<file path="config.mk">
export PLATFORM = sky130hd
export DESIGN_NAME = icache_refill
export DESIGN_NICKNAME = d
export VERILOG_FILES = /design/src/rtl/icache_refill_pkg.sv /design/src/rtl/icache_refill_line_buf.sv /design/src/rtl/icache_refill.sv
export SDC_FILE = /design/constraint.sdc
export NUM_CORES = 1
export LEC_CHECK = 0
export CORE_MARGIN = 8
export CORE_UTILIZATION = 42
export CTS_BUF_LIST = sky130_fd_sc_hd__clkbuf_2
export CTS_CLUSTER_DIAMETER = 40
export DETAILED_ROUTE_END_ITERATION = 10
export GPL_ROUTABILITY_DRIVEN = 0
export HOLD_SLACK_MARGIN = 0.03
export PLACE_DENSITY = 0.88
export SLEW_MARGIN = 15
export SYNTH_ARGS = -nofsm -noshare
export SYNTH_HDL_FRONTEND = slang
export SYNTH_HIERARCHICAL = 1
export SYNTH_SLANG_ARGS = --single-unit
export TNS_END_PERCENT = 100
</file>
<file path="constraint.sdc">
create_clock -name clk -period 2.4 [get_ports clk]
set_clock_uncertainty 0.2 [all_clocks]
set_input_delay 0.48 -clock clk [delete_from_list [all_inputs] [get_ports clk]]
set_output_delay 0.48 -clock clk [all_outputs]
set_load 0.005 [all_outputs]
</file>
<file path="src/rtl/icache_refill_pkg.sv">
// icache_refill_pkg: shared constants and the FSM state encoding for the
// instruction-cache refill engine.
//   CACHE_LINE_WIDTH  icache line width in bits
//   REFILL_BUS_WIDTH  memory read-data width in bits
//   REFILL_BEATS      beats per line fill
//   RRESP_OKAY        read response code for a good beat
//   WDATA_EN          active level of the icache write enable
package icache_refill_pkg;

  localparam int CACHE_LINE_WIDTH  = 64;
  localparam int REFILL_BUS_WIDTH  = 32;
  localparam int REFILL_ADDR_WIDTH = 32;
  localparam int REFILL_BEATS      = CACHE_LINE_WIDTH / REFILL_BUS_WIDTH;

  localparam logic [1:0] RRESP_OKAY = 2'b00;
  localparam logic       WDATA_EN   = 1'b1;

  typedef enum logic [2:0] {
    ST_IDLE  = 3'd0,
    ST_REQ   = 3'd1,
    ST_RECV  = 3'd2,
    ST_WRITE = 3'd3,
    ST_DRAIN = 3'd4
  } refill_state_e;

endpackage

</file>
<file path="src/rtl/icache_refill_line_buf.sv">
// refill_line_buf: beat counter plus line insert register. Beat k lands in
// line bits [k*BUS_W +: BUS_W] (little-endian beat order). The counter
// saturates at BEATS so any surplus beats from a malformed burst are ignored.
//   clk, rstn    clock, synchronous active-low reset
//   clear        restart a fill: zero the line and the counter
//   beat_valid   a beat is accepted this cycle
//   beat_data    the beat's data
//   line         assembled line
//   count        beats accepted so far (saturating at BEATS)
module refill_line_buf #(
  parameter int LINE_W = 64,
  parameter int BUS_W  = 32,
  parameter int CNT_W  = $clog2(LINE_W / BUS_W + 1)
) (
  input  logic              clk,
  input  logic              rstn,
  input  logic              clear,
  input  logic              beat_valid,
  input  logic [BUS_W-1:0]  beat_data,
  output logic [LINE_W-1:0] line,
  output logic [CNT_W-1:0]  count
);

  localparam int BEATS = LINE_W / BUS_W;

  logic [BEATS-1:0][BUS_W-1:0] line_q;

  assign line = line_q;

  always_ff @(posedge clk) begin
    if (!rstn || clear) begin
      line_q <= '0;
      count  <= '0;
    end else if (beat_valid && count != CNT_W'(BEATS)) begin
      for (int i = 0; i < BEATS; i++) begin
        if (count == CNT_W'(i)) line_q[i] <= beat_data;
      end
      count <= count + CNT_W'(1);
    end
  end

endmodule

</file>
<file path="src/rtl/icache_refill.sv">
// icache_refill: miss-side refill engine for the 4-way icache. Accepts a
// miss, issues one line-aligned burst read, assembles the beats and hands the
// line to the cache write port with a one-cycle strobe. Bus errors and
// malformed bursts abort the fill with a one-cycle refill_err; a fence.i
// during the burst silently discards the line. The burst always runs to
// r_last so the memory side never sees an abandoned transaction.
//   clk, rstn      clock, synchronous active-low reset
//   fencei_flush   drop any pending fill
//   miss_*         fetch refill request (valid/ready, address)
//   ar_*           burst read address channel
//   r_*            burst read data channel
//   refill_wen     one-cycle icache write strobe
//   refill_data    assembled line (held until the next accepted miss)
//   refill_addr    line-aligned fill address
//   refill_err     one-cycle pulse when a fill is aborted on error
module icache_refill
  import icache_refill_pkg::*;
#(
  parameter int LINE_W = CACHE_LINE_WIDTH,
  parameter int BUS_W  = REFILL_BUS_WIDTH,
  parameter int ADDR_W = REFILL_ADDR_WIDTH
) (
  input  logic              clk,
  input  logic              rstn,
  input  logic              fencei_flush,
  input  logic              miss_valid,
  input  logic [ADDR_W-1:0] miss_addr,
  output logic              miss_ready,
  output logic              ar_valid,
  input  logic              ar_ready,
  output logic [ADDR_W-1:0] ar_addr,
  output logic [7:0]        ar_len,
  input  logic              r_valid,
  output logic              r_ready,
  input  logic [BUS_W-1:0]  r_data,
  input  logic [1:0]        r_resp,
  input  logic              r_last,
  output logic              refill_wen,
  output logic [LINE_W-1:0] refill_data,
  output logic [ADDR_W-1:0] refill_addr,
  output logic              refill_err
);

  localparam int BEATS = LINE_W / BUS_W;
  localparam int CNT_W = $clog2(BEATS + 1);
  localparam int OFF_W = $clog2(LINE_W / 8);

  refill_state_e     state_q, state_d;
  logic [ADDR_W-1:0] addr_q;
  logic              err_q, drop_q;
  logic [CNT_W-1:0]  beat_cnt;
  logic              miss_acc, beat_acc, beat_final, beat_err;
  logic              err_now, drop_now, in_burst;
  logic              unused_lo;

  assign miss_acc = (state_q == ST_IDLE) && miss_valid;
  assign beat_acc = (state_q == ST_RECV) && r_valid;
  assign in_burst = (state_q == ST_REQ) || (state_q == ST_RECV);

  // The beat in slot BEATS-1 (or any surplus beat) must carry r_last and no
  // earlier beat may, so a mismatch either way is a protocol error.
  assign beat_final = beat_cnt >= CNT_W'(BEATS - 1);
  assign beat_err   = beat_acc && ((r_resp != RRESP_OKAY) || (r_last != beat_final));

  // Include this cycle's beat error / flush so the final beat decides
  // WRITE vs DRAIN without waiting for the flags to register.
  assign err_now  = err_q || beat_err;
  assign drop_now = drop_q || fencei_flush;

  // Offset bits inside the line are intentionally discarded.
  assign unused_lo = ^miss_addr[OFF_W-1:0];

  refill_line_buf #(
    .LINE_W (LINE_W),
    .BUS_W  (BUS_W),
    .CNT_W  (CNT_W)
  ) u_line_buf (
    .clk        (clk),
    .rstn       (rstn),
    .clear      (miss_acc),
    .beat_valid (beat_acc),
    .beat_data  (r_data),
    .line       (refill_data),
    .count      (beat_cnt)
  );

  // state register
  always_ff @(posedge clk) begin
    if (!rstn) state_q <= ST_IDLE;
    else       state_q <= state_d;
  end

  // next state
  always_comb begin
    state_d = state_q;
    unique case (state_q)
      ST_IDLE:  if (miss_valid) state_d = ST_REQ;
      ST_REQ:   if (ar_ready)   state_d = ST_RECV;
      ST_RECV:  if (beat_acc && r_last)
                  state_d = (err_now || drop_now) ? ST_DRAIN : ST_WRITE;
      ST_WRITE: state_d = ST_IDLE;
      ST_DRAIN: state_d = ST_IDLE;
      default:  state_d = ST_IDLE;
    endcase
  end

  // outputs, decoded from state (fence.i can still veto the write strobe)
  always_comb begin
    miss_ready = 1'b0;
    ar_valid   = 1'b0;
    r_ready    = 1'b0;
    refill_wen = 1'b0;
    refill_err = 1'b0;
    unique case (state_q)
      ST_IDLE:  miss_ready = 1'b1;
      ST_REQ:   ar_valid   = 1'b1;
      ST_RECV:  r_ready    = 1'b1;
      ST_WRITE: refill_wen = WDATA_EN & ~fencei_flush;
      ST_DRAIN: refill_err = err_q;
      default:  ;
    endcase
  end

  // fill context: aligned address plus sticky error / drop flags
  always_ff @(posedge clk) begin
    if (!rstn) begin
      addr_q <= '0;
      err_q  <= 1'b0;
      drop_q <= 1'b0;
    end else if (miss_acc) begin
      addr_q <= {miss_addr[ADDR_W-1:OFF_W], {OFF_W{1'b0}}};
      err_q  <= 1'b0;
      drop_q <= 1'b0;
    end else begin
      if (beat_err)                 err_q  <= 1'b1;
      if (fencei_flush && in_burst) drop_q <= 1'b1;
    end
  end

  assign ar_addr     = addr_q;
  assign refill_addr = addr_q;
  assign ar_len      = 8'(BEATS - 1);

endmodule

</file>
Word-level counts from Yosys, hierarchy flattened
Cells that the tools add are included.
Widths: inputs -> output; s select.
{"block": "op_classes", "muxes": 10, "add_sub_neg": 1, "bitwise": 2, "order_cmp": 1, "reduce_logical": 20, "eq_ne": 10}
{"op": "$mux 3", "count": 4}
{"op": "$pmux 3 s3", "count": 1}
{"op": "$eq 3x2->1 const B", "count": 2}
{"op": "$logic_and 1x1->1", "count": 6}
{"op": "$logic_or 1x1->1", "count": 6}
{"op": "$ne 2x2->1 const B", "count": 3}
{"op": "$mux 1", "count": 5}
{"op": "$reduce_and 2->1", "count": 2}
{"op": "$eq 3x1->1 const B", "count": 1}
{"op": "$eq 3x3->1 const B", "count": 1}
{"op": "$logic_not 3->1", "count": 1}
{"op": "$reduce_and 3->1", "count": 1}
{"op": "$add 2x1->2 const B", "count": 1}
{"op": "$eq 2x1->1 const B", "count": 1}
{"op": "$ge 2x1->1 const B", "count": 1}
{"op": "$logic_not 2->1", "count": 1}
{"op": "$ne 2x1->1 const B", "count": 1}
{"op": "$not 1->1", "count": 2}
{"op": "$reduce_bool 2->1", "count": 1}
{"op": "$reduce_or 2->1", "count": 1}
{"op": "$logic_not 1->1", "count": 1}
{"op": "$ne 1x1->1", "count": 1}
{"block": "word_totals", "word_cells": 51, "output_inout_bits": 141, "register_bits": 100, "inputBits": 73}

Longest topological paths before layout
{"block": "depth", "ltp_word": 9, "ltp_mapped": 9, "mapped_depth_nobuf": 5}

Modules after synthesis
Netlist, hierarchy kept.
{"module": "refill_line_buf", "seq_area_each_um2": 1321.3, "n_inst": 1, "area_per_inst_um2": 2524.9, "cells_each": 294}
{"module": "icache_refill", "seq_area_each_um2": 680.7, "n_inst": 1, "area_per_inst_um2": 1904.3, "cells_each": 220}

Least setup slack after synthesis
OpenSTA, ideal clock, no wires.
{"block": "synth_timing", "kind": "input to register", "from": "in miss_valid", "to": "reg u_line_buf.line_q (netlist bit u_line_buf/line[0])", "setup_time_ps": 125, "cell_stages": 8, "slack_ps": 250, "path_buffers": 4, "t_required_ps": 2075, "t_arrival_ps": 1825, "cell_sequence": "or4b_4 -> buf_6 -> clkinv_4 -> buf_6 -> nand2b_1 -> buf_2 -> buf_2 -> a21oi_2"}
{"block": "synth_via", "elab_chain_len": 2}
{"element": "start: declaration", "line_no": "icache_refill.sv:26", "source": "input logic miss_valid,"}
{"element": "$logic_and 1x1->1", "line_no": "icache_refill.sv:56", "source": "assign miss_acc = (state_q == ST_IDLE) && miss_valid;"}
{"element": "net miss_acc", "line_no": "icache_refill.sv:52", "source": "logic miss_acc, beat_acc, beat_final, beat_err;"}
{"element": "$logic_or 1x1->1", "line_no": "icache_refill_line_buf.sv:31", "source": "if (!rstn || clear) begin"}
{"element": "end signal: indexed assignment", "line_no": "icache_refill_line_buf.sv:36", "source": "if (count == CNT_W'(i)) line_q[i] <= beat_data;"}
{"element": "end: declaration", "line_no": "icache_refill_line_buf.sv:26", "source": "logic [BEATS-1:0][BUS_W-1:0] line_q;"}
The timed path passes the listed nets, and every way through them passes these cells.
A chain may end at the register's enable or synchronous reset.

Worst setup path after layout
{"block": "layout_timing", "from": "reg state_q[0]", "to": "out refill_wen"}
{"block": "layout_via", "elab_chain_len": 2}
{"element": "start: declaration", "line_no": "icache_refill.sv:48", "source": "refill_state_e state_q, state_d;"}
{"element": "start signal: assignment", "line_no": "icache_refill.sv:90", "source": "else state_q <= state_d;"}
{"element": "$eq 3x2->1", "line_no": "icache_refill.sv:114", "source": "unique case (state_q)"}
{"element": "$mux 1", "line_no": "icache_refill.sv:114"}
{"element": "end: declaration", "line_no": "icache_refill.sv:38", "source": "output logic refill_wen,"}
Every way passes these cells.

==> results.txt <==
Pleak -> 2.13 nW
Area Growth Syn to Fin -> 43.5%
Max Cap Violations -> 0
CP Capture Point -> refill_wen
Top-area cell type share of the netlist area -> 0.452
Pwr Density -> 486 mW/mm²
Placed cell area -> 0.00621 mm²
Status -> complete, no violations
Fmax -> 446 MHz
Main area contributors after synthesis -> dfxtp_1 (45%), nand2_1 (14%), a21oi_2 (12%), buf_4 (7.3%), a21oi_1 (3.8%)
HPWL after DPL -> 10.2 mm
Total grt overflow -> 0
Largest net degree at the start of global routing -> 51
Worst flop-to-flop path startpoint -> state_q[1]
Setup CP Type -> reg -> out
Setup-failing EPs final -> 0
Crit end category -> output port
WP data required -> 1.72 ns
Prevailing post-synth register cell -> dfxtp_1
Synth Warn # -> 6
Post-Syn Area per Cell -> 8.62 µm²
Critical path launch point type -> register
FF+latch count, synth -> 100
Post-route cell area -> 0.00636 mm²
Slew Viols, Final -> 0
Worst-path clk slew -> 0.28 ns
Boundary pin count -> 214
Setup crit start -> state_q[0]
Cells on worst reg2reg path -> 6
Row cnt -> 37
HP Class -> in -> reg
# port buffers -> 196
Die area -> 0.0141 mm²
Reg2Reg Setup Slack -> 0.37 ns
R2R Path End -> u_line_buf/line[36]
Initial antenna violation count -> 0
Htree depth -> 3
Final hold vios -> 0
Final worst path period share -> 0.934
First drt pass iteration count -> 4
Starting density of the core -> 0.431
Biggest area consumer among synthesized cells -> dfxtp_1
Wire length of the first global-routing pass -> 21.6 mm
Post-DRT Antenna Nets -> 0
Die Wd -> 119 µm
DRC Markers -> 0
Layout fillers -> 858
Vias in the first global route -> 4144
Drt via density -> 4.86
Crit-path max FO -> 9
Die Y -> 119 µm
WL final -> 13.4 mm
Pwr Total -> 3.09 mW
RSZ-0062 raised after global routing -> false
TritonCTS clock tree -> yes
CTS root buffer -> clkbuf_2
Core footprint -> 0.0103 mm²
Ant diodes -> 0
CTS Sinks -> 100
Post-Syn Instances -> 514
Post-layout minimum cycle time -> 2.24 ns
WL per Instance -> 16.3 µm
Number of flops mapped to enable cells by yosys -> 0
Vias -> 3977
Max rail drop VDD -> 0.000349 V
Initial detailed-routing violation count -> 230
CTS buffer count -> 9
Total track usage -> 0.186
Layout Utilization -> 0.619
Most frequent cells after synthesis -> nand2_1 (169), dfxtp_1 (100), a21oi_2 (63), buf_4 (43), a21oi_1 (34)
Clk_lat worst skew -> 0.54 ns
CP arrival -> 1.56 ns
Nets -> 754
Netlist cell types -> 36
Asr flop ratio synth -> 0
Layout cell share with drive strength beyond 1 -> 0.190
Clk buf depth -> 2
Post-synthesis sequential area ratio -> 0.452
Mapped cell area -> 0.00443 mm²
Most common cell in the netlist -> nand2_1
how the worst min path moves through the flow:
| stage | start | end | slack [ns] | cells after the start |
|---|---|---|---|---|
| floorplan | drop_q | drop_q | 0.23 | 2 |
| global placement | u_line_buf/line[23] | u_line_buf/line[23] | 0.24 | 2 |
| detailed placement | u_line_buf/line[19] | u_line_buf/line[19] | 0.25 | 2 |
| CTS | miss_addr[23] | ar_addr[23] | 0.17 | 3 |
| global route | miss_addr[16] | ar_addr[16] | 0.18 | 3 |
| finish | miss_addr[22] | ar_addr[22] | 0.23 | 3 |
critical path: stages (launching register included):
cell and delay, ns:
dfxtp_4 0.42, buf_4 0.15, nand2_1 0.06, nor3_1 0.14, dlygate4sd2_1 0.28
what timing repair did:
item | 4_1_cts | 5_1_grt
setup buffers | 6 | 0
hold buffers | 0 | 0
endpoints found under the setup margin | 5 | 0
resized for setup | 13 | 0
cell type report:
class	instances	area, µm²	share of cell area
clock buffers	12	60.1	0.00945
clock inverters	4	33.8	0.00531
flip-flops and latches	100	2010	0.317
repair buffers	218	2180	0.343
well taps	136	170	0.0268
inverters	6	27.5	0.00433
multi-input cells	343	1870	0.295
power by group:
part | total, mW | leakage (nW) | internal (mW) | switching, mW
clock network | 0.717 | 0.0628 | 0.158 | 0.560
registers | 1.75 | 0.812 | 1.71 | 0.0400
logic | 0.620 | 1.26 | 0.343 | 0.278
total | 3.09 | 2.13 | 2.21 | 0.877
sequential cells by signal, summed over array words and instances, names as in the netlist:
name,cells
err_q,1
ar_addr,29
state_q,3
u_line_buf/count,2
drop_q,1
u_line_buf/line,64
through the flow:
step / hold WS, ns / worst slack, ns / TNS [ns] / std cells
finish: 0.234 / 0.159 / 0 / 819
global route: 0.184 / 0.00377 / 0 / 819
CTS: 0.166 / 0.0828 / 0 / 819
detailed placement: 0.248 / -0.0174 / -0.0349 / 797
global placement: 0.242 / -0.00286 / -0.00286 / 797
floorplan: 0.230 / 0.251 / 0 / 526
per-layer routing:
layer | GRT usage | up-vias | routed length, µm
met5 | 0 | - | 0
met4 | 0.0719 | 0 | 230
met3 | 0.0895 | 16 | 1580
met2 | 0.316 | 188 | 6400
met1 | 0.194 | 1840 | 5160
li1 | - | 1933 | -
logic make-up after synthesis:
logic type / Yosys count / share of synthesized area
simple gates: 214 / 0.210
compound gates: 110 / 0.185
flops: 100 / 0.452
buf+inv: 83 / 0.138
fa+ha+maj: 3 / 0.00848
other cells: 2 / 0.00170
xor+xnor: 1 / 0.00198
mux: 1 / 0.00226
cell usage in the layout, fill, tap and decap left out, drive strengths merged, types with 5 or more instances in the layout:
cell,count
a21oi,97
buf,22
clkbuf,12
clkdlybuf4s50,191
conb,14
dfxtp,100
dlygate4sd2,5
inv,6
nand2,189
nor3,5
Power figures use the tool's default switching activity.
